--- config.mk ---
export PLATFORM = sky130hd
export DESIGN_NAME = dpram_portb_arbiter_flat
export DESIGN_NICKNAME = d
export VERILOG_FILES = /design/src/rtl/dpram_portb_arbiter_if.sv /design/src/rtl/dpram_portb_arbiter.sv /design/src/flat_wrapper.sv
export SDC_FILE = /design/constraint.sdc
export NUM_CORES = 1
export LEC_CHECK = 0
export BUFFER_PORTS_ARGS = -buffer_cell sky130_fd_sc_hd__buf_2
export CORE_MARGIN = 2
export CORE_UTILIZATION = 40
export CTS_CLUSTER_DIAMETER = 120
export DETAILED_ROUTE_END_ITERATION = 12
export PLACE_DENSITY_LB_ADDON = 0.1
export SYNTH_ARGS = -nofsm -noshare
export SYNTH_HDL_FRONTEND = slang
export SYNTH_SLANG_ARGS = --single-unit
--- constraint.sdc ---
create_clock -name clk_100M -period 5.44 [get_ports clk_100M]
set_input_delay 0.544 -clock clk_100M [delete_from_list [all_inputs] [get_ports clk_100M]]
set_output_delay 0.544 -clock clk_100M [all_outputs]
set_load 0.05 [all_outputs]
--- src/rtl/dpram_portb_arbiter_if.sv ---
// Signal bundle for the DSP-shared RAM port-B arbiter: requester channels, RAM port B,
// DSP port-A snoop, frame interrupt and statistics.
interface dpram_portb_arbiter_if;
    logic        wr_req;
    logic [9:0]  wr_addr;
    logic [15:0] wr_data;
    logic        wr_ack;
    logic        rd_req;
    logic [9:0]  rd_addr;
    logic        rd_ack;
    logic [15:0] rd_data;
    logic        rd_valid;
    logic        ram_web;
    logic [9:0]  ram_addrb;
    logic [15:0] ram_dinb;
    logic [15:0] ram_doutb;
    logic        dsp_we;
    logic [9:0]  dsp_addr;
    logic        frame_done;
    logic        XINT1;
    logic [15:0] stat_defer_cnt;
    logic [15:0] stat_force_cnt;

    modport slave (
        input  wr_req, wr_addr, wr_data, rd_req, rd_addr, ram_doutb, dsp_we, dsp_addr,
               frame_done,
        output wr_ack, rd_ack, rd_data, rd_valid, ram_web, ram_addrb, ram_dinb, XINT1,
               stat_defer_cnt, stat_force_cnt
    );

    modport master (
        output wr_req, wr_addr, wr_data, rd_req, rd_addr, ram_doutb, dsp_we, dsp_addr,
               frame_done,
        input  wr_ack, rd_ack, rd_data, rd_valid, ram_web, ram_addrb, ram_dinb, XINT1,
               stat_defer_cnt, stat_force_cnt
    );
endinterface

--- src/rtl/dpram_portb_arbiter.sv ---
// Port-B arbiter for the 1024x16 DSP-shared RAM: write/read arbitration with anti-starvation,
// DSP write collision deferral and gated XINT1. Define DPRAM_ARB_STAT_EN for the stat counters.
module dpram_portb_arbiter #(
    parameter int unsigned MAX_WR_STREAK = 4,
    parameter int unsigned INT_WIDTH     = 20
) (
    input  logic                  clk_100M,
    input  logic                  reset_n,
    dpram_portb_arbiter_if.slave  bus
);
    localparam int unsigned StreakW = $clog2(MAX_WR_STREAK + 1);
    localparam int unsigned IntCntW = (INT_WIDTH > 1) ? $clog2(INT_WIDTH) : 1;
    localparam logic [StreakW-1:0] StreakMax = StreakW'(MAX_WR_STREAK);
    localparam logic [IntCntW-1:0] IntLoad   = IntCntW'(INT_WIDTH - 1);

    typedef enum logic [1:0] {StIdle, StWr, StRd, StRdWait} state_e;

    state_e              state_q;
    logic                wr_ack_q, rd_ack_q, rd_valid_q, ram_web_q;
    logic [9:0]          ram_addrb_q;
    logic [15:0]         ram_dinb_q, rd_data_q;
    logic [StreakW-1:0]  streak_q;
    logic                xint1_q, int_pend_q;
    logic [IntCntW-1:0]  int_cnt_q;

    logic wr_hit, rd_hit, wr_ok, rd_ok, force_rd, grant_wr, grant_rd, int_start;

    always_comb begin
        wr_hit    = bus.dsp_we && (bus.dsp_addr == bus.wr_addr);
        rd_hit    = bus.dsp_we && (bus.dsp_addr == bus.rd_addr);
        wr_ok     = bus.wr_req && !wr_hit;
        rd_ok     = bus.rd_req && !rd_hit;
        force_rd  = wr_ok && rd_ok && (streak_q == StreakMax);
        grant_wr  = (state_q == StIdle) && wr_ok && !force_rd;
        grant_rd  = (state_q == StIdle) && rd_ok && (!wr_ok || force_rd);
        // Fire only once all writes have landed and the previous pulse has fully ended.
        int_start = int_pend_q && !bus.wr_req && (state_q != StWr) && xint1_q;
    end

    always_ff @(posedge clk_100M or negedge reset_n) begin
        if (!reset_n) begin
            state_q     <= StIdle;
            wr_ack_q    <= 1'b0;
            rd_ack_q    <= 1'b0;
            rd_valid_q  <= 1'b0;
            ram_web_q   <= 1'b0;
            ram_addrb_q <= '0;
            ram_dinb_q  <= '0;
            rd_data_q   <= '0;
            streak_q    <= '0;
            xint1_q     <= 1'b1;
            int_pend_q  <= 1'b0;
            int_cnt_q   <= '0;
        end else begin
            wr_ack_q   <= 1'b0;
            rd_ack_q   <= 1'b0;
            rd_valid_q <= 1'b0;
            ram_web_q  <= 1'b0;

            case (state_q)
                StIdle: begin
                    if (grant_wr) begin
                        state_q     <= StWr;
                        ram_web_q   <= 1'b1;
                        ram_addrb_q <= bus.wr_addr;
                        ram_dinb_q  <= bus.wr_data;
                        wr_ack_q    <= 1'b1;
                    end else if (grant_rd) begin
                        state_q     <= StRd;
                        ram_addrb_q <= bus.rd_addr;
                        rd_ack_q    <= 1'b1;
                    end
                end
                StWr:     state_q <= StIdle;
                StRd:     state_q <= StRdWait;
                StRdWait: begin
                    rd_data_q  <= bus.ram_doutb;
                    rd_valid_q <= 1'b1;
                    state_q    <= StIdle;
                end
                default:  state_q <= StIdle;
            endcase

            if (!bus.rd_req || grant_rd) begin
                streak_q <= '0;
            end else if (grant_wr && (streak_q != StreakMax)) begin
                streak_q <= streak_q + 1'b1;
            end

            if (bus.frame_done) begin
                int_pend_q <= 1'b1;
            end else if (int_start) begin
                int_pend_q <= 1'b0;
            end

            if (int_start) begin
                xint1_q   <= 1'b0;
                int_cnt_q <= IntLoad;
            end else if (!xint1_q) begin
                if (int_cnt_q == '0) begin
                    xint1_q <= 1'b1;
                end else begin
                    int_cnt_q <= int_cnt_q - 1'b1;
                end
            end
        end
    end

    assign bus.wr_ack    = wr_ack_q;
    assign bus.rd_ack    = rd_ack_q;
    assign bus.rd_valid  = rd_valid_q;
    assign bus.rd_data   = rd_data_q;
    assign bus.ram_web   = ram_web_q;
    assign bus.ram_addrb = ram_addrb_q;
    assign bus.ram_dinb  = ram_dinb_q;
    assign bus.XINT1     = xint1_q;

`ifdef DPRAM_ARB_STAT_EN
    logic [15:0] defer_cnt_q, force_cnt_q;
    logic        defer_evt, force_evt;

    assign defer_evt = (state_q == StIdle) && ((bus.wr_req && wr_hit) || (bus.rd_req && rd_hit));
    assign force_evt = (state_q == StIdle) && force_rd;

    always_ff @(posedge clk_100M or negedge reset_n) begin
        if (!reset_n) begin
            defer_cnt_q <= '0;
            force_cnt_q <= '0;
        end else begin
            if (defer_evt && (defer_cnt_q != 16'hFFFF)) defer_cnt_q <= defer_cnt_q + 1'b1;
            if (force_evt && (force_cnt_q != 16'hFFFF)) force_cnt_q <= force_cnt_q + 1'b1;
        end
    end

    assign bus.stat_defer_cnt = defer_cnt_q;
    assign bus.stat_force_cnt = force_cnt_q;
`else
    assign bus.stat_defer_cnt = '0;
    assign bus.stat_force_cnt = '0;
`endif
endmodule

--- src/flat_wrapper.sv ---
// flat-port wrapper written by rule: the top's interface ports become plain ports
module dpram_portb_arbiter_flat 
#(
    parameter int unsigned MAX_WR_STREAK = 4,
    parameter int unsigned INT_WIDTH     = 20
)
  (clk_100M, reset_n, bus_wr_req, bus_wr_addr, bus_wr_data, bus_rd_req, bus_rd_addr, bus_ram_doutb, bus_dsp_we, bus_dsp_addr, bus_frame_done, bus_wr_ack, bus_rd_ack, bus_rd_data, bus_rd_valid, bus_ram_web, bus_ram_addrb, bus_ram_dinb, bus_XINT1, bus_stat_defer_cnt, bus_stat_force_cnt);
  dpram_portb_arbiter_if bus_i ();
  input  logic clk_100M;
  input  logic reset_n;
  input wire logic [$bits(bus_i.wr_req)-1:0] bus_wr_req;
  input wire logic [$bits(bus_i.wr_addr)-1:0] bus_wr_addr;
  input wire logic [$bits(bus_i.wr_data)-1:0] bus_wr_data;
  input wire logic [$bits(bus_i.rd_req)-1:0] bus_rd_req;
  input wire logic [$bits(bus_i.rd_addr)-1:0] bus_rd_addr;
  input wire logic [$bits(bus_i.ram_doutb)-1:0] bus_ram_doutb;
  input wire logic [$bits(bus_i.dsp_we)-1:0] bus_dsp_we;
  input wire logic [$bits(bus_i.dsp_addr)-1:0] bus_dsp_addr;
  input wire logic [$bits(bus_i.frame_done)-1:0] bus_frame_done;
  output wire logic [$bits(bus_i.wr_ack)-1:0] bus_wr_ack;
  output wire logic [$bits(bus_i.rd_ack)-1:0] bus_rd_ack;
  output wire logic [$bits(bus_i.rd_data)-1:0] bus_rd_data;
  output wire logic [$bits(bus_i.rd_valid)-1:0] bus_rd_valid;
  output wire logic [$bits(bus_i.ram_web)-1:0] bus_ram_web;
  output wire logic [$bits(bus_i.ram_addrb)-1:0] bus_ram_addrb;
  output wire logic [$bits(bus_i.ram_dinb)-1:0] bus_ram_dinb;
  output wire logic [$bits(bus_i.XINT1)-1:0] bus_XINT1;
  output wire logic [$bits(bus_i.stat_defer_cnt)-1:0] bus_stat_defer_cnt;
  output wire logic [$bits(bus_i.stat_force_cnt)-1:0] bus_stat_force_cnt;
  assign bus_i.wr_req = bus_wr_req;
  assign bus_i.wr_addr = bus_wr_addr;
  assign bus_i.wr_data = bus_wr_data;
  assign bus_i.rd_req = bus_rd_req;
  assign bus_i.rd_addr = bus_rd_addr;
  assign bus_i.ram_doutb = bus_ram_doutb;
  assign bus_i.dsp_we = bus_dsp_we;
  assign bus_i.dsp_addr = bus_dsp_addr;
  assign bus_i.frame_done = bus_frame_done;
  assign bus_wr_ack = bus_i.wr_ack;
  assign bus_rd_ack = bus_i.rd_ack;
  assign bus_rd_data = bus_i.rd_data;
  assign bus_rd_valid = bus_i.rd_valid;
  assign bus_ram_web = bus_i.ram_web;
  assign bus_ram_addrb = bus_i.ram_addrb;
  assign bus_ram_dinb = bus_i.ram_dinb;
  assign bus_XINT1 = bus_i.XINT1;
  assign bus_stat_defer_cnt = bus_i.stat_defer_cnt;
  assign bus_stat_force_cnt = bus_i.stat_force_cnt;
  dpram_portb_arbiter #(.MAX_WR_STREAK(MAX_WR_STREAK), .INT_WIDTH(INT_WIDTH)) u_core (.clk_100M(clk_100M), .reset_n(reset_n), .bus(bus_i));
endmodule
Yosys cells after proc, flatten, opt, wreduce, memory -nomap -nowiden
Cells that the tools add are included.

word-level totals
  register bits after elaboration = 57
  bits in latches = 0
  RAM bits = 0
  memory bits (read-only) = 0
  input port bits = 68
  output and inout port bits = 79
  word-level logic and storage cells = 76
  memories = 0

operators by class
  add/subtract/negate cells = 2
  $mul = 0
  divide/modulo/power cells = 0
  order comparisons = 0
  equality and inequality tests = 11
  shifts and indexed selects = 0
  muxes and demuxes = 21
  bitwise logic cells = 0
  reductions and logical operators = 31

operators by type and width
  cell                   number
  $eq A10 B10 Y1         2
  $mux W10               2
  $mux W5                3
  $logic_and A1 B1 Y1    14
  $mux W1                11
  $logic_not A1 Y1       6
  $mux W3                2
  $pmux W2 S3            1
  $reduce_and A2 Y1      3
  $reduce_bool A2 Y1     3
  $logic_not A5 Y1       1
  $sub A5 B1 Y5 const B  1
  $eq A2 B2 Y1 const B   2
  $mux W2                2
  $ne A2 B1 Y1 const B   2
  $add A3 B1 Y3 const B  1
  $eq A3 B3 Y1 const B   1
  $ne A3 B1 Y1 const B   1
  $ne A3 B3 Y1 const B   1
  $eq A2 B1 Y1 const B   1
  $logic_not A2 Y1       1
  $logic_or A1 B1 Y1     2
  $ne A2 B2 Y1 const B   1
  $reduce_or A2 Y1       1

Logic depth before layout (Yosys ltp)
Gate-level depths: netlist of run 1.

  depth in word-level cells = 11
  gate-level depth with buffers = 8
  mapped depth without buffers = 7

Worst setup path after synthesis of run 1
OpenSTA, ideal clock, no wires.

  path kind = in2reg
  start = input port bus_rd_addr[1]
  end = register u_core.ram_dinb_q[0] (netlist: u_core.bus.ram_dinb[0])
  library setup time = 125 ps
  arrival time = 1878 ps
  data required time = 5315 ps
  setup slack = 3437 ps
  cell stages on the path = 6
  path buffers = 1
  cell sequence = xor2_1 -> nor4_4 -> a31oi_2 -> nor2_4 -> buf_12 -> mux2_4

between the ends
  word-level cells in the longest chain between the ends = 9

ends and longest elaborated chain
  what                              line                       text
  start: declaration                flat_wrapper.sv:15         input wire logic [$bits(bus_i.rd_addr)-1:0] bus_rd_addr;
  $eq A10 B10 Y1                    dpram_portb_arbiter.sv:30  rd_hit = bus.dsp_we && (bus.dsp_addr == bus.rd_addr);
  $logic_and A1 B1 Y1               dpram_portb_arbiter.sv:30
  $logic_not A1 Y1                  dpram_portb_arbiter.sv:32  rd_ok = bus.rd_req && !rd_hit;
  $logic_and A1 B1 Y1               dpram_portb_arbiter.sv:32
  $logic_and A1 B1 Y1 (2 in a row)  dpram_portb_arbiter.sv:33  force_rd = wr_ok && rd_ok && (streak_q == StreakMax);
  $logic_not A1 Y1                  dpram_portb_arbiter.sv:34  grant_wr = (state_q == StIdle) && wr_ok && !force_rd;
  $logic_and A1 B1 Y1               dpram_portb_arbiter.sv:34
  $reduce_and A2 Y1 (no line)       -
  end signal: assignment            dpram_portb_arbiter.sv:66  ram_dinb_q <= bus.wr_data;
  end: declaration                  dpram_portb_arbiter.sv:21  logic [15:0] ram_dinb_q, rd_data_q;

No other way between the ends.
A chain may end at the register's enable or synchronous reset.

Worst setup path after layout of run 1
  start = input port bus_rd_addr[1]
  end = register u_core.ram_dinb_q[15] (netlist: u_core.bus.ram_dinb[15])

The elaborated chain is that of the path after synthesis.

==> flow_summary.rst, run 1 <==
.. list-table::
   :header-rows: 1

   * - Metric
     - Value
   * - Result of the run
     - finished, final reports clean
   * - Slowest cell on the critical path
     - sky130_fd_sc_hd__nor2_4
   * - Number of clock sinks seen by CTS
     - between 50 and 60
   * - Capturing element type of the critical path
     - flip-flop
   * - PwrDens
     - ~680 nW/um^2
   * - GR Util All Layers
     - between 10% and 20%
   * - Combinational fraction of design power
     - roughly 52%
   * - Depth of the worst register-to-register path
     - 7
   * - Pre-CTS setup slack
     - 2794 ps
   * - Leading cell types in the layout, fill and taps excluded
     - sky130_fd_sc_hd__buf_2, sky130_fd_sc_hd__dfrtp_1, sky130_fd_sc_hd__conb_1
   * - Share of cells above drive strength 1
     - about 50%
   * - Prevailing post-synth register cell
     - sky130_fd_sc_hd__dfrtp_1
   * - Vias per cell
     - between 4 and 5
   * - Destination of the worst register-to-register timing path
     - u_core.bus.ram_dinb[5]
   * - R2r setup slk
     - approximately 3200 ps
   * - Count of different cell masters after synthesis
     - 43
   * - TNS Setup
     - 0 ps
   * - Number of synthesized register bits
     - 57
   * - Clock period minus worst slack
     - roughly 2300 ps
   * - Maximum vdd drop
     - about 260 uV
   * - Required time worst endpoint
     - between 5000 and 6000 ps
   * - CP max stage delay
     - a little under 600 ps
   * - Port buffer count
     - ~110
   * - Int Pwr
     - ~1300 uW
   * - Util after Layout
     - between 50% and 60%
   * - Number of hold violations in the final report
     - 0
   * - Inserted Clock Buffers
     - 9
   * - Category of the worst setup path launch point
     - input port
   * - Post-cts hold buffer count
     - 0
   * - Max Freq
     - ~440 MHz
   * - Detailed-route DRC error count
     - 0
   * - DIE HEIGHT
     - about 90 um
   * - Startpoint-to-endpoint class of the critical path
     - in -> reg
   * - Area growth from synthesis to final layout
     - 26.37%
   * - Root buffer cell
     - sky130_fd_sc_hd__clkbuf_8
   * - Area of the core
     - 7176 um^2
   * - Final routed wirelength across all metal layers
     - around 6000 um
   * - Std-Cell Rows
     - 31
   * - Clock transition at the registers of the reported paths
     - ~70 ps
   * - Static Leak
     - ~0.0018 uW
   * - Setup ws final
     - 3172 ps
   * - Synth area leaders
     - sky130_fd_sc_hd__dfrtp_1, sky130_fd_sc_hd__buf_4, sky130_fd_sc_hd__mux2_2
   * - # H-tree levels
     - 3
   * - Number of enable flip-flop cells after synthesis
     - 0
   * - Final design area excluding fillers
     - between 3000 and 4000 um^2
   * - Max Clock Skew
     - ~13 ps
   * - Worst Setup EP
     - u_core.bus.ram_dinb[15]
   * - Worst relative slew slack
     - 51.59%
   * - Wire length of the first global-routing pass
     - roughly 9100 um
   * - Sequential-to-total area share from yosys stat
     - between 40% and 50%
   * - CTS tree
     - done
   * - Power spent charging and discharging nets
     - ~1200 uW
   * - Highest net fanout along the worst path
     - 17
   * - Worst-margin pin slew
     - slightly above 700 ps
   * - R2r startpoint
     - u_core.streak_q[0]
   * - Share of total power consumed by net switching
     - approximately 47%
   * - Antenna viol nets, final
     - 0
   * - Total via count in the routed design
     - 2078
   * - Initial core utilization
     - 40.92%
   * - Initial antenna violation count
     - 0
   * - Number of buffers between clock root and the deepest sink
     - 2
   * - Residual overflow from global routing
     - 0
   * - Part of the total power dissipated in sequential elements
     - between 20 and 30%
   * - Final setup viols
     - 0
   * - Arrival time of data at the critical path endpoint
     - roughly 2500 ps
   * - Cell count after synthesis
     - around 240
   * - Clock latency reported for the late side of the worst-skew pair
     - 330 ps
   * - Source of the critical timing path
     - bus_rd_addr[1]
   * - Length of the first detailed-routing pass in iterations
     - 4
   * - Mean Syn Cell Area
     - approximately 12 um^2
   * - RSZ-0062 raised after global routing
     - no
   * - Number of diodes added for antenna fixing
     - 0
   * - Total of warnings raised by yosys
     - 0
   * - Average wire per cell in the routed design
     - 13.06 um
   * - Summed instance area of the synthesized netlist
     - just under 3000 um^2
   * - Most common cell after layout, fill and taps aside
     - sky130_fd_sc_hd__buf_2
   * - Fraction of registers with async set/reset
     - 100.0%
   * - Post-detailed-placement cell area
     - about 3500 um^2
   * - I/O pins
     - 147
   * - Clk network pwr share
     - 19.6%
   * - Pin count of the biggest net entering global routing
     - just under 60
   * - Leading area contributor after synthesis
     - sky130_fd_sc_hd__dfrtp_1
   * - Horiz. Die Dim
     - between 80 and 90 um
   * - Max-cap violations
     - 0
   * - Slew Limit Fails
     - 0
   * - Cell breakdown of the critical path
     - buf_2 -> xor2_1 -> nor4_4 -> a31oi_2 -> nor2_4 -> mux2_2
   * - Total power
     - 2535 uW
   * - RD Place Congestion
     - 0.7422
   * - Fraction of the cycle the final worst path needs
     - between 40% and 50%
   * - Post-CTS resize count
     - 0
   * - Die Outline Area
     - approximately 8000 um^2
   * - Vias in the first global route
     - between 1.5k and 2k
   * - Iter 0 DRT Violations
     - 51
   * - Post-CTS Repair Setup Buffers
     - 0
   * - Detailed-placement wirelength estimate
     - 4373 um
   * - Layout Nets
     - between 400 and 500
   * - Hold Path Class
     - in -> async
   * - Yosys top cell area share
     - between 40 and 50%
## kinds of logic (layout without fill, tap and decap cells)
| group | Yosys count | in the layout | share of synthesized area (%) |
|---|---|---|---|
| compound gates | 26 | 26 | 8.265 |
| xor+xnor | 24 | 24 | 7.158 |
| fa+ha+maj | 4 | 4 | 1.704 |
| buf+inv | 46 | 139 | 11.16 |
| flops | 57 | 57 | 48.62 |
| mux | 32 | 32 | 13.42 |
| other cells | 1 | 32 | 0.1277 |
| simple gates | 45 | 45 | 9.545 |
## per-layer routing
metal | part of all wire (%) | up-vias | GRT usage (%)
met5 | 0 | - | 0
met4 | 0.80 | 0 | 6.242
met3 | 7.4 | 7 | 5.393
met2 | 47 | 80 | 22.19
met1 | 45 | 997 | 19.64
li1 | - | 994 | -
## critical path, delay by kind of cell
| family | cells | cell delay [ps] |
|---|---|---|
| AO/OA/AOI/OAI | 1 | 330 |
| multiplexers | 1 | 400 |
| XOR/XNOR | 1 | 170 |
| AND/OR/NAND/NOR | 2 | 900 |
| buffers and inverters | 1 | 110 |
## Yosys cell counts, types with 2 or more instances
cell / number
sky130_fd_sc_hd__dfrtp_1: 56
sky130_fd_sc_hd__buf_4: 35
sky130_fd_sc_hd__mux2_2: 23
sky130_fd_sc_hd__xnor2_1: 15
sky130_fd_sc_hd__nand2_1: 10
sky130_fd_sc_hd__nor3b_1: 10
sky130_fd_sc_hd__mux2_4: 9
sky130_fd_sc_hd__xor2_1: 9
sky130_fd_sc_hd__inv_1: 8
sky130_fd_sc_hd__nor2_1: 6
sky130_fd_sc_hd__a221o_1: 5
sky130_fd_sc_hd__a221o_2: 5
sky130_fd_sc_hd__ha_1: 4
sky130_fd_sc_hd__nand3_1: 4
sky130_fd_sc_hd__o21ai_0: 3
sky130_fd_sc_hd__a211oi_1: 2
sky130_fd_sc_hd__a31oi_1: 2
sky130_fd_sc_hd__and4b_1: 2
sky130_fd_sc_hd__nand4_1: 2
sky130_fd_sc_hd__nor3_1: 2
## sequential cells by signal, summed over array words and instances, names as in the netlist, 2 cells and up
| register | flops |
|---|---|
| u_core.bus.ram_addrb | 10 |
| u_core.bus.ram_dinb | 16 |
| u_core.bus.rd_data | 16 |
| u_core.int_cnt_q | 5 |
| u_core.state_q | 2 |
| u_core.streak_q | 3 |
## how the worst min path moves through the flow
stage / from / endpoint / slack, ps
global placement: u_core.bus.rd_data[11] / u_core.bus.rd_data[11] / 480
floorplan: reset_n / u_core.bus.ram_addrb[0] / 250
finish: reset_n / u_core.int_cnt_q[4] / 350
detailed placement: u_core.bus.ram_dinb[1] / u_core.bus.ram_dinb[1] / 490
global route: bus_frame_done / u_core.int_pend_q / 390
CTS: reset_n / u_core.int_cnt_q[4] / 370
## power by group through the flow
stage	Sequential (uW)	Clock, uW	Combinational [uW]
3_3_place_gp	730	0	1320
6_report	728	496	1310
4_1_cts	729	512	1330
5_1_grt	750	532	1400
2_1_floorplan	1310	0	484
3_5_place_dp	732	0	1320
## through the flow
stage / cells / hold WS [ps]
after floorplan: 266 / 248.4
after global placement: 442 / 484.0
after detailed placement: 442 / 486.8
after CTS: 458 / 370.9
after global routing: 458 / 387.4
final: 458 / 354.3
## area by class of cell
| class | count | area, um^2 |
|---|---|---|
| Timing Repair Buffer | 115 | 578.1 |
| Clock buffer | 12 | 155.1 |
| Tap cell | 99 | 123.9 |
| Clock inverter | 4 | 98.84 |
| Multi-Input combinational cell | 163 | 1297 |
| Sequential cell | 57 | 1428 |
| Inverter | 8 | 30.03 |
| Fill cell | 706 | 3465 |
(Power assumes the default switching activity.)
==> run 2, diff against run 1 <==
--- a/config.mk
+++ b/config.mk
@@ -5,6 +5,7 @@
 export SDC_FILE = /design/constraint.sdc
 export NUM_CORES = 1
 export LEC_CHECK = 0
+export ABC_AREA = 1
 export BUFFER_PORTS_ARGS = -buffer_cell sky130_fd_sc_hd__buf_2
 export CORE_MARGIN = 2
 export CORE_UTILIZATION = 40
==> constraint.sdc (replaced) <==
create_clock -name clk_100M -period 1.9 [get_ports clk_100M]
set_input_delay 0.19 -clock clk_100M [delete_from_list [all_inputs] [get_ports clk_100M]]
set_output_delay 0.19 -clock clk_100M [all_outputs]
set_load 0.05 [all_outputs]
==> flow_summary.rst, run 2 <==
.. list-table::
   :header-rows: 1

   * - Metric
     - Value
   * - Result of the run
     - finished, final reports clean
   * - Yosys top cell area share
     - a little under half
   * - Total of warnings raised by yosys
     - 0
   * - Util after Layout
     - between 50% and 60%
   * - Max-cap violations
     - 0
   * - Cell seen most often among critical-path stages
     - sky130_fd_sc_hd__nand2_1
   * - Final setup viols
     - 0
   * - Maximum vdd drop
     - approximately 540 uV
   * - PwrDens
     - around 1800 nW/um^2
   * - Horiz. Die Dim
     - ~91 um
   * - Clock latency reported for the late side of the worst-skew pair
     - around 330 ps
   * - Setup ws final
     - 236.9 ps
   * - Area of the core
     - about 7300 um^2
   * - Port buffer count
     - roughly 110
   * - Cell count after synthesis
     - roughly 390
   * - Iter 0 DRT Violations
     - around 70
   * - Most numerous cell in the Yosys netlist
     - sky130_fd_sc_hd__nand2_1
   * - Slew Limit Fails
     - 0
   * - Average wire per cell in the routed design
     - 11.57 um
   * - Synth area leaders
     - sky130_fd_sc_hd__dfrtp_1, sky130_fd_sc_hd__nand2_1, sky130_fd_sc_hd__buf_4
   * - CTS tree
     - done
   * - Startpoint-to-endpoint class of the critical path
     - reg -> reg
   * - Most instantiated cells after synthesis
     - sky130_fd_sc_hd__nand2_1, sky130_fd_sc_hd__dfrtp_1, sky130_fd_sc_hd__inv_1, sky130_fd_sc_hd__nand3_1, sky130_fd_sc_hd__buf_4
   * - Worst-margin pin slew
     - ~700 ps
   * - Initial antenna violation count
     - 0
   * - Number of hold violations in the final report
     - 0
   * - Total via count in the routed design
     - 2745
   * - Mean Syn Cell Area
     - 7.926 um^2
   * - Residual overflow from global routing
     - 0
   * - Antenna viol nets, final
     - 0
   * - Pre-CTS setup slack
     - around 200 ps
   * - Vias per cell
     - ~4.5
   * - Area used by multi-input combinational logic
     - 1269 um^2
   * - Category of the worst setup path launch point
     - flip-flop
   * - Inserted Clock Buffers
     - 9
   * - Pin count of the biggest net entering global routing
     - 30
   * - Count of different cell masters after synthesis
     - 33
   * - Static Leak
     - 0.002253 uW
   * - Root buffer cell
     - sky130_fd_sc_hd__clkbuf_8
   * - Detailed-placement wirelength estimate
     - roughly 5500 um
   * - Required time worst endpoint
     - ~2100 ps
   * - DIE HEIGHT
     - 91.35 um
   * - Summed instance area of the synthesized netlist
     - ~3000 um^2
   * - Length of the first detailed-routing pass in iterations
     - 4
   * - Number of synthesized register bits
     - 57
   * - Fraction of registers with async set/reset
     - 100.0%
   * - Leading cell types in the layout, fill and taps excluded
     - sky130_fd_sc_hd__nand2_1, sky130_fd_sc_hd__buf_2, sky130_fd_sc_hd__dfrtp_1
   * - Cell type group with the largest total delay on the critical path
     - simple AND/OR/NAND/NOR gates
   * - Total power
     - approximately 7000 uW
   * - Highest net fanout along the worst path
     - 19
   * - # H-tree levels
     - 3
   * - Most common cell after layout, fill and taps aside
     - sky130_fd_sc_hd__nand2_1
   * - Std-Cell Rows
     - 31
   * - CP max stage delay
     - around 400 ps
   * - Capturing element type of the critical path
     - flip-flop
   * - Arrival time of data at the critical path endpoint
     - approximately 1900 ps
   * - Register area
     - ~1400 um^2
   * - Clock period minus worst slack
     - 1663 ps
   * - Fraction of the cycle the final worst path needs
     - 87.53%
   * - Cell breakdown of the critical path
     - inv_1 -> ha_1 -> nand2_1 -> inv_1 -> nand3_2 -> nand3_4 -> buf_4 -> nand2_1 -> nand2_1
   * - Die Outline Area
     - between 8000 and 9000 um^2
   * - FILL cells
     - roughly 730
   * - TNS Setup
     - 0 ps
   * - Wire length of the first global-routing pass
     - 11720 um
   * - Leading area contributor after synthesis
     - sky130_fd_sc_hd__dfrtp_1
   * - GR Util All Layers
     - about 18%
   * - I/O pins
     - approximately 150
   * - Prevailing post-synth register cell
     - sky130_fd_sc_hd__dfrtp_1
   * - Detailed-route DRC error count
     - 0
   * - Number of buffers between clock root and the deepest sink
     - 2
   * - Area growth from synthesis to final layout
     - 26.45%
   * - Clock transition at the registers of the reported paths
     - 70 ps
   * - Worst relative slew slack
     - between 50% and 60%
   * - Share of cells above drive strength 1
     - 29.94%
   * - Vias in the first global route
     - between 2k and 3k
   * - Number of clock sinks seen by CTS
     - 57
   * - Hold Path Class
     - in -> reg
   * - RD Place Congestion
     - 0.8375
   * - Final routed wirelength across all metal layers
     - slightly above 7000 um
   * - RSZ-0062 raised after global routing
     - no
   * - Worst path bufs/invs
     - 3
   * - Initial core utilization
     - 41.63%
   * - Number of diodes added for antenna fixing
     - 0
   * - Layout Nets
     - a little under 600
   * - Max Freq
     - roughly 600 MHz
   * - Slowest cell on the critical path
     - sky130_fd_sc_hd__dfrtp_1
   * - Sequential-to-total area share from yosys stat
     - about 47%
   * - Max Clock Skew
     - 9.229 ps
   * - Number of enable flip-flop cells after synthesis
     - 0
==> run 2: area by class of cell <==
class | count | area share [%]
clock buffer | 11 | 3.923
sequential | 57 | 37.00
inverter | 43 | 4.248
multi-input combinational | 273 | 32.88
tap | 99 | 3.210
timing repair buffer | 122 | 16.73
clock inverter | 5 | 2.010
==> run 2: worst register-to-register path: cells and delay by family (launching register included) <==
kind / cells / cell delay [ps]
flops: 1 / 400
buf+inv: 3 / 380
fa+ha+maj: 1 / 200
simple gates: 5 / 580
==> run 2: metal layers <==
layer  wire length, um  vias to the layer above  GRT usage, %
met4               140                        0         9.091
li1                  -                     1381             -
met1              3121                     1250         22.50
met2              3326                      102         28.21
met3               470                       12         3.983
met5                 0                        -             0
==> run 2: cells by family (layout without fill, tap and decap cells) <==
group	Yosys count	after routing	share of synthesized area, %
buffers and inverters	86	181	15.46
other	1	32	0.1229
xor gates and xnor gates	8	8	2.296
adders and majority gates	4	4	1.640
DFF	57	57	46.78
AOI/OAI and AO/OA	19	19	3.362
and+or+nand+nor	210	210	30.34
==> run 2: final timing paths <==
check                           slack, ps  cells past startpoint                    from                      to
worst min-delay path                   40                      2          bus_frame_done       u_core.int_pend_q
worst min register to register        470                      2  u_core.bus.rd_data[11]  u_core.bus.rd_data[11]
max in group asynchronous             880                      3                 reset_n  u_core.bus.rd_data[15]
worst max register to register        240                      9      u_core.streak_q[0]  u_core.bus.ram_dinb[0]
worst max-delay path                  240                      9      u_core.streak_q[0]  u_core.bus.ram_dinb[0]
min in group asynchronous             430                      2                 reset_n  u_core.bus.ram_dinb[7]
==> run 2: report_power, final <==
part	switching, uW	internal, uW
Clock	485	805
Combinational	2830	869
Sequential	305	1770
Total	3620	3450
==> run 2: through the flow <==
step	instances	area [um^2]	hold WS (ps)
2_1_floorplan	416	3168	-105.6
3_3_place_gp	593	3620	270.6
3_5_place_dp	593	3620	271.0
4_1_cts	610	3859	26.08
5_1_grt	610	3859	39.92
6_report	610	3859	43.59
==> run 2: what timing repair did <==
item,CTS,global route
hold buffers,1,0
gates resized for setup,0,0
buffers inserted,0,0
endpoints found under the hold margin,27,0
==> run 3, diff against run 2 <==
==> constraint.sdc (replaced) <==
create_clock -name clk_100M -period 1.9 [get_ports clk_100M]
set_input_delay 0.38 -clock clk_100M [delete_from_list [all_inputs] [get_ports clk_100M]]
set_output_delay 0.38 -clock clk_100M [all_outputs]
set_load 0.05 [all_outputs]
==> flow_summary.rst, run 3 (synthesized netlist as in run 2, its figures left out) <==
.. list-table::
   :header-rows: 1

   * - Metric
     - Value
   * - GR Util All Layers
     - approximately 18%
   * - Post-CTS Repair Setup Buffers
     - 0
   * - I/O pins
     - around 150
   * - Cell breakdown of the critical path
     - inv_1 -> ha_1 -> nand2_1 -> inv_1 -> nand3_2 -> nand3_4 -> buf_4 -> nand2_1 -> nand2_1
   * - Clock latency reported for the late side of the worst-skew pair
     - approximately 330 ps
   * - Setup ws final
     - ~360 ps
   * - Startpoint-to-endpoint class of the critical path
     - reg -> reg
   * - Initial antenna violation count
     - 0
   * - Maximum vdd drop
     - about 460 uV
   * - Share of cells above drive strength 1
     - between 30 and 40%
   * - Area of the core
     - between 7000 and 8000 um^2
   * - Detailed-route DRC error count
     - 0
   * - Number of buffers between clock root and the deepest sink
     - 2
   * - Highest net fanout along the worst path
     - 14
   * - Arrival time of data at the critical path endpoint
     - ~1800 ps
   * - Fraction of the cycle the final worst path needs
     - between 80% and 90%
   * - Number of clock sinks seen by CTS
     - between 50 and 60
   * - Hold Path Class
     - in -> async
   * - Wire length of the first global-routing pass
     - 11740 um
   * - Final routed wirelength across all metal layers
     - between 7000 and 8000 um
   * - Vias in the first global route
     - 2478
   * - Std-Cell Rows
     - 31
   * - R2r setup slk
     - 360 ps
   * - Pre-CTS setup slack
     - 104.6 ps
   * - Die Outline Area
     - about 8300 um^2
   * - TNS Setup
     - 0 ps
   * - CP max stage delay
     - 400 ps
   * - Worst path bufs/invs
     - 3
   * - Length of the first detailed-routing pass in iterations
     - 4
   * - Root buffer cell
     - sky130_fd_sc_hd__clkbuf_8
   * - Initial core utilization
     - 41.63%
   * - Clock period minus worst slack
     - 1542 ps
   * - Cell seen most often among critical-path stages
     - sky130_fd_sc_hd__nand2_1
   * - Max Clock Skew
     - 6.545 ps
   * - Residual overflow from global routing
     - 0
   * - # H-tree levels
     - 3
   * - Port buffer count
     - between 100 and 150
   * - Slew Limit Fails
     - 0
   * - DIE HEIGHT
     - between 90 and 100 um
   * - Number of hold violations in the final report
     - 0
   * - RSZ-0062 raised after global routing
     - no
   * - Vias per cell
     - approximately 4.4
   * - Max Freq
     - approximately 650 MHz
   * - CTS tree
     - done
   * - Share of total power consumed by net switching
     - just over 50%
   * - Int Pwr
     - between 3000 and 4000 uW
   * - Area growth from synthesis to final layout
     - 25.75%
   * - Combinational fraction of design power
     - ~54%
   * - FILL cells
     - slightly above 700
   * - RD Place Congestion
     - between 0.8 and 0.9
   * - Cell type group with the largest total delay on the critical path
     - simple AND/OR/NAND/NOR gates
   * - Clock transition at the registers of the reported paths
     - approximately 60 ps
   * - Static Leak
     - around 0.0022 uW
   * - Antenna viol nets, final
     - 0
   * - Iter 0 DRT Violations
     - 47
   * - Final setup viols
     - 0
   * - Slowest cell on the critical path
     - sky130_fd_sc_hd__dfrtp_1
   * - Horiz. Die Dim
     - roughly 91 um
   * - Layout Nets
     - slightly below 600
   * - Post-route insts no fill
     - a little over 600
   * - Inserted Clock Buffers
     - 9
   * - Pin count of the biggest net entering global routing
     - 58
   * - Clk network pwr share
     - 16.3%
   * - Placed Cells incl. Taps
     - approximately 600
   * - Power spent charging and discharging nets
     - ~3600 uW
   * - Total via count in the routed design
     - ~2.7k
   * - Post-cts hold buffer count
     - 0
   * - Detailed-placement wirelength estimate
     - 5385 um
   * - Result of the run
     - finished, final reports clean
   * - Number of diodes added for antenna fixing
     - 0
   * - Category of the worst setup path launch point
     - flip-flop
   * - Part of the total power dissipated in sequential elements
     - a little under a third
   * - Required time worst endpoint
     - 2120 ps
   * - PwrDens
     - between 1500 and 2000 nW/um^2
   * - Post-CTS resize count
     - 0
   * - Most common cell after layout, fill and taps aside
     - sky130_fd_sc_hd__nand2_1
   * - Util after Layout
     - a little over half
   * - Max-cap violations
     - 0
   * - Leading cell types in the layout, fill and taps excluded
     - sky130_fd_sc_hd__nand2_1, sky130_fd_sc_hd__buf_2, sky130_fd_sc_hd__dfrtp_1
   * - Average wire per cell in the routed design
     - 11.64 um
   * - Capturing element type of the critical path
     - flip-flop
[run 3: cell type report]
type	count	area [um^2]	area share, %
multi-input cells	273	1269	33.06
clock buffers	12	155.1	4.043
well taps	99	123.9	3.228
clock inverters	3	40.04	1.043
inverters	43	163.9	4.271
flip-flops and latches	57	1428	37.20
repair buffers	124	658.1	17.15
[run 3: power groups by stage]
stage,clock network (uW),registers [uW],logic [uW]
floorplan,0,3650,1330
global placement,0,2080,3710
detailed placement,0,2090,3750
CTS,1160,2080,3760
global route,1220,2150,4020
finish,1130,2070,3720
[run 3: stage by stage]
step	instance area, um^2	hold WS, ps	power (uW)
floorplan	3168	84.41	4976
global placement	3642	407.5	5798
detailed placement	3642	406.4	5846
CTS	3837	51.54	6991
global route	3837	56.02	7394
finish	3837	41.77	6924
[run 3: layer usage]
layer	part of all wire, %	GRT usage (%)	vias up
met5	0	0	-
met4	2.0	8.965	0
met3	5.9	3.402	12
met2	47	27.90	95
met1	45	23.49	1208
li1	-	-	1384
[run 3: final timing paths]
path                                  startpoint                     end  cells after the start
setup / recovery              u_core.streak_q[0]  u_core.bus.ram_dinb[3]                      9
hold / removal                           reset_n  u_core.bus.ram_dinb[7]                      2
setup reg to reg              u_core.streak_q[0]  u_core.bus.ram_dinb[3]                      9
hold reg to reg            u_core.bus.rd_data[4]   u_core.bus.rd_data[4]                      2
max in group asynchronous                reset_n        u_core.bus.XINT1                      2
min in group clk_100M             bus_frame_done       u_core.int_pend_q                      2
[run 3: worst register-to-register path: stages (launching register included)]
cell and delay (ps):
sky130_fd_sc_hd__dfrtp_1 400, sky130_fd_sc_hd__inv_1 60, sky130_fd_sc_hd__ha_1 200, sky130_fd_sc_hd__nand2_1 90, sky130_fd_sc_hd__inv_1 50, sky130_fd_sc_hd__nand3_2 110
sky130_fd_sc_hd__nand3_4 180, sky130_fd_sc_hd__buf_4 230, sky130_fd_sc_hd__nand2_1 60, sky130_fd_sc_hd__nand2_1 50
